===== config.mk =====
export PLATFORM = sky130hd
export DESIGN_NAME = mem_port_arbiter
export DESIGN_NICKNAME = d
export VERILOG_FILES = /design/src/rtl/mem_port_arbiter.sv
export SDC_FILE = /design/constraint.sdc
export NUM_CORES = 1
export LEC_CHECK = 0
export BUFFER_PORTS_ARGS = -buffer_cell sky130_fd_sc_hd__buf_2
export CAP_MARGIN = 30
export CORE_AREA = 2 2 79 58
export DETAILED_ROUTE_END_ITERATION = 7
export DIE_AREA = 0 0 81 60
export PLACE_DENSITY = 0.86
export SLEW_MARGIN = 20
export SYNTH_ARGS = -nofsm -noshare
export SYNTH_HDL_FRONTEND = slang
export SYNTH_SLANG_ARGS = --single-unit

===== constraint.sdc =====
create_clock -name clk -period 5.6 [get_ports clk]
set_input_delay 0.28 -clock clk [delete_from_list [all_inputs] [get_ports clk]]
set_output_delay 0.28 -clock clk [all_outputs]
set_load 0.1 [all_outputs]

===== src/rtl/mem_port_arbiter.sv =====
// mem_port_arbiter: round-robin two-port memory request arbiter with in-order response routing
package constants_pkg;
    localparam int ADDR_WIDTH = 16;
    localparam int DATA_WIDTH = 32;
endpackage

module mem_port_arbiter #(
    parameter int ADDR_WIDTH      = constants_pkg::ADDR_WIDTH,
    parameter int DATA_WIDTH      = constants_pkg::DATA_WIDTH,
    parameter int MAX_OUTSTANDING = 4
) (
    input  logic                  clk,
    input  logic                  rst_n,
    input  logic [1:0]            rq_vld,
    output logic [1:0]            rq_rdy,
    input  logic [ADDR_WIDTH-1:0] rq_addr0,
    input  logic [ADDR_WIDTH-1:0] rq_addr1,
    output logic [1:0]            rs_vld,
    input  logic [1:0]            rs_rdy,
    output logic [DATA_WIDTH-1:0] rs_data,
    output logic                  m_req_vld,
    input  logic                  m_req_rdy,
    output logic [ADDR_WIDTH-1:0] m_req_addr,
    input  logic                  m_rsp_vld,
    output logic                  m_rsp_rdy,
    input  logic [DATA_WIDTH-1:0] m_rsp_data,
    output logic                  busy
);
    localparam int PW = $clog2(MAX_OUTSTANDING);

    logic [MAX_OUTSTANDING-1:0] fifo_id;
    logic [PW-1:0]              wr_ptr;
    logic [PW-1:0]              rd_ptr;
    logic [PW:0]                fifo_cnt;
    logic                       last_grant;
    logic                       grant;
    logic                       load;
    logic                       head;
    logic                       not_empty;
    logic                       pop;

    // rst_n gates load so rq_rdy stays low while reset is held
    always_comb begin
        grant     = (rq_vld == 2'b11) ? ~last_grant : rq_vld[1];
        load      = rst_n && (!m_req_vld || m_req_rdy) && !fifo_cnt[PW] && |rq_vld;
        rq_rdy    = {load && grant, load && !grant};
        not_empty = fifo_cnt != '0;
        head      = fifo_id[rd_ptr];
        rs_vld    = {m_rsp_vld && not_empty && head, m_rsp_vld && not_empty && !head};
        rs_data   = m_rsp_data;
        m_rsp_rdy = not_empty && rs_rdy[head];
        pop       = m_rsp_vld && m_rsp_rdy;
        busy      = not_empty || m_req_vld;
    end

    always_ff @(posedge clk or negedge rst_n) begin
        if (!rst_n) begin
            m_req_vld  <= 1'b0;
            m_req_addr <= '0;
            last_grant <= 1'b1;
            fifo_id    <= '0;
            wr_ptr     <= '0;
            rd_ptr     <= '0;
            fifo_cnt   <= '0;
        end else begin
            if (load) begin
                m_req_vld       <= 1'b1;
                m_req_addr      <= grant ? rq_addr1 : rq_addr0;
                last_grant      <= grant;
                fifo_id[wr_ptr] <= grant;
                wr_ptr          <= wr_ptr + 1'b1;
            end else if (m_req_rdy) begin
                m_req_vld <= 1'b0;
            end
            if (pop)
                rd_ptr <= rd_ptr + 1'b1;
            fifo_cnt <= fifo_cnt + {{PW{1'b0}}, load} - {{PW{1'b0}}, pop};
        end
    end
endmodule

==> flow_summary_export.csv <==
group,metric,value,unit
run_status,status,"finished, final reports clean",
clocking,cts_made_buffers,5,
detailed_routing,drt_iter0_markers,44,
global_routing,grt_pass1_vias,1095,
setup_path,r2r_setup_slack,3.11,ns
clocking,cts_tree,"done",
setup_path,cp_data_arrival_time,2.79,ns
global_routing,grt_usage,0.128,
logic_synthesis,synthArstFlopShare,1.00,
setup_path,worst_ep_required_time,5.78,ns
logic_synthesis,synth-seq-cells,29,
setup_path,crit_path_start,"rst_n",
global_routing,grt_max_degree,42,
logic_synthesis,syn_area,1710,um^2
logic_synthesis,ys_top_cells_by_area,"dfrtp_1 41%, buf_4 16%, mux2i_1 13%",
setup_path,endpoint,"fifo_cnt[2]",
timing,rsz0062_at_grt,"false",
timing,hold_violations,0,
clocking,cts_setup_buffers,0,
finish,diodes,0,
detailed_routing,drt_wl_total,2950,um
clocking,numClockSinks,29,
clocking,cts_resized,0,
setup_path,startpoint_type,"input port",
logic_synthesis,synthFlopType,"dfrtp_1",
finish,drive_above_1_share,0.380,
hold_path,hold_path_class,"input port to asynchronous set/reset pin",
finish,layout_commonest_cell,"buf_2",
clocking,clk_latency,0.27,ns
finish,final_nets,278,
detailed_routing,vias_per_cell,4.69,
setup_path,path_max_fanout,41,
logic_synthesis,syn-num-nets,245,
finish,area_delta_synth_final,13.5,%
detailed_routing,drtPass1Iterations,4,
detailed_routing,drc,0,
logic_synthesis,synth_cells,166,
logic_synthesis,yosys_warnings,0,
setup_path,r2r-end,"fifo_cnt[2]",
clocking,cts_hold_buf,0,
detailed_routing,vias,1197,
logic_synthesis,synth_edf_count,0,
logic_synthesis,synth_top_area_share,0.411,
flow_run,maxCapViolCount,0,
finish,finish.utilization,0.466,
timing,max-slew-margin-rel,0.572,
clocking,cts-htree-levels,2,
logic_synthesis,yosysUniqueCellTypes,27,
place,dp_hpwl,2260,um
place,routabilityCongestion,0.726,
global_routing,overflow,0,
die,die-area,4860,um^2
finish,layout_common_cells,"62 x buf_2, 28 x dfrtp_1, 22 x mux2i_1",
detailed_routing,ant_nets,0,
setup_path,endpoint_kind,"register",
timing,setup_viol,0,
clocking,cts_max_path_buffers,2,
place,io_buffers,62,
finish,fillers,411,
die,io_pins,127,
timing,maxSlewViolCount,0,
timing,post-route-period-util,0.466,
clocking,root_buffer,"clkbuf_8",
global_routing,grt_first_pass_wirelength,4670,um
die,die_x,81,um
clocking,clkTransAtPathRegs,0.06,ns
die,core,4150,um^2
die,start_util,0.411,
timing,fmax,384,MHz
timing,clock_skew,0.00493,ns
setup_path,regToRegStartpoint,"rd_ptr[1]",
setup_path,critical_path_class,"input port to register",
global_routing,antenna_found_initial,0,
timing,min_period,2.61,ns
die,row_count,20,
timing,tightest_slew,0.641,ns
detailed_routing,wire_per_inst,11.6,um
timing,tns,0,ns
setup_path,reg2reg_depth,11,
logic_synthesis,syn_area_per_cell,10.3,um^2
logic_synthesis,synth_largest_area_cell,"dfrtp_1",
logic_synthesis,ys_seq_area_frac,0.426,
die,die_y,60,um
## cell families (layout without fill, tap and decap cells)
kind of cell,count (synthesis),in the layout,share of synthesized area
compound gates,22,22,0.0748
xor+xnor,4,4,0.0205
fa+ha+maj,7,7,0.0558
buf+inv,45,79,0.180
flops,29,29,0.426
mux,26,26,0.156
simple gates,33,33,0.0873
## layer usage
| metal | vias to the layer above | GRT usage | routed length (um) | part of all wire |
|---|---|---|---|---|
| li1 | 585 | - | - | - |
| met1 | 550 | 0.148 | 1250 | 0.42 |
| met2 | 60 | 0.208 | 1450 | 0.49 |
| met3 | 2 | 0.0619 | 236 | 0.080 |
| met4 | 0 | 0.0436 | 11 | 0.0037 |
| met5 | - | 0 | 0 | 0 |
## sequential cells by signal, summed over array words and instances (netlist names)
signal and flops:
fifo_cnt 3, fifo_id 4, last_grant 1, m_req_addr 16, m_req_vld 1, rd_ptr 2
wr_ptr 2
## critical path, cell delays in order
cell and delay [ns]:
buf_2 0.50, o2111a_1 0.29, buf_4 0.36, inv_2 0.10, ha_1 0.30, inv_1 0.05
ha_1 0.13, inv_1 0.05, fa_1 0.37, xnor2_1 0.18, xnor2_1 0.15
## per-stage QoR
stage               hold WS [ns]  instance area, um^2  instances  worst slack [ns]
finish                    0.0275                 1940        255              2.99
global route              0.0783                 1940        255              2.68
floorplan                -0.0156                 1710        166              2.63
global placement           0.330                 1820        247              2.81
detailed placement         0.347                 1820        247              2.67
CTS                       0.0531                 1940        255              2.95
## cells in the mapped netlist, types with 2 or more instances
cell type / n
buf_4: 36
nand2b_1: 2
mux2_1: 4
nand2_1: 6
nor2_1: 20
buf_2: 2
mux2i_1: 22
xnor2_1: 3
dfrtp_1: 28
ha_1: 6
inv_1: 6
a21oi_1: 16
## how the worst min path moves through the flow
stage	endpoint	slack, ns
6_report	fifo_cnt[0]	0.03
3_5_place_dp	fifo_cnt[0]	0.35
5_1_grt	fifo_cnt[1]	0.08
3_3_place_gp	fifo_cnt[0]	0.33
4_1_cts	fifo_cnt[0]	0.05
2_1_floorplan	fifo_cnt[0]	-0.02
## final cells by class
cell class | instances | area (um^2) | share of cell area
Multi-Input combinational cell | 92 | 672 | 0.347
Inverter | 7 | 26.3 | 0.0136
Tap cell | 55 | 68.8 | 0.0356
Clock inverter | 1 | 30.0 | 0.0155
Sequential cell | 29 | 727 | 0.376
Timing Repair Buffer | 64 | 325 | 0.168
Clock buffer | 7 | 86.3 | 0.0446
Power is left out: the tool's default activity adds up to more than one toggle a clock period on the data nets, which glitch-free logic cannot reach.
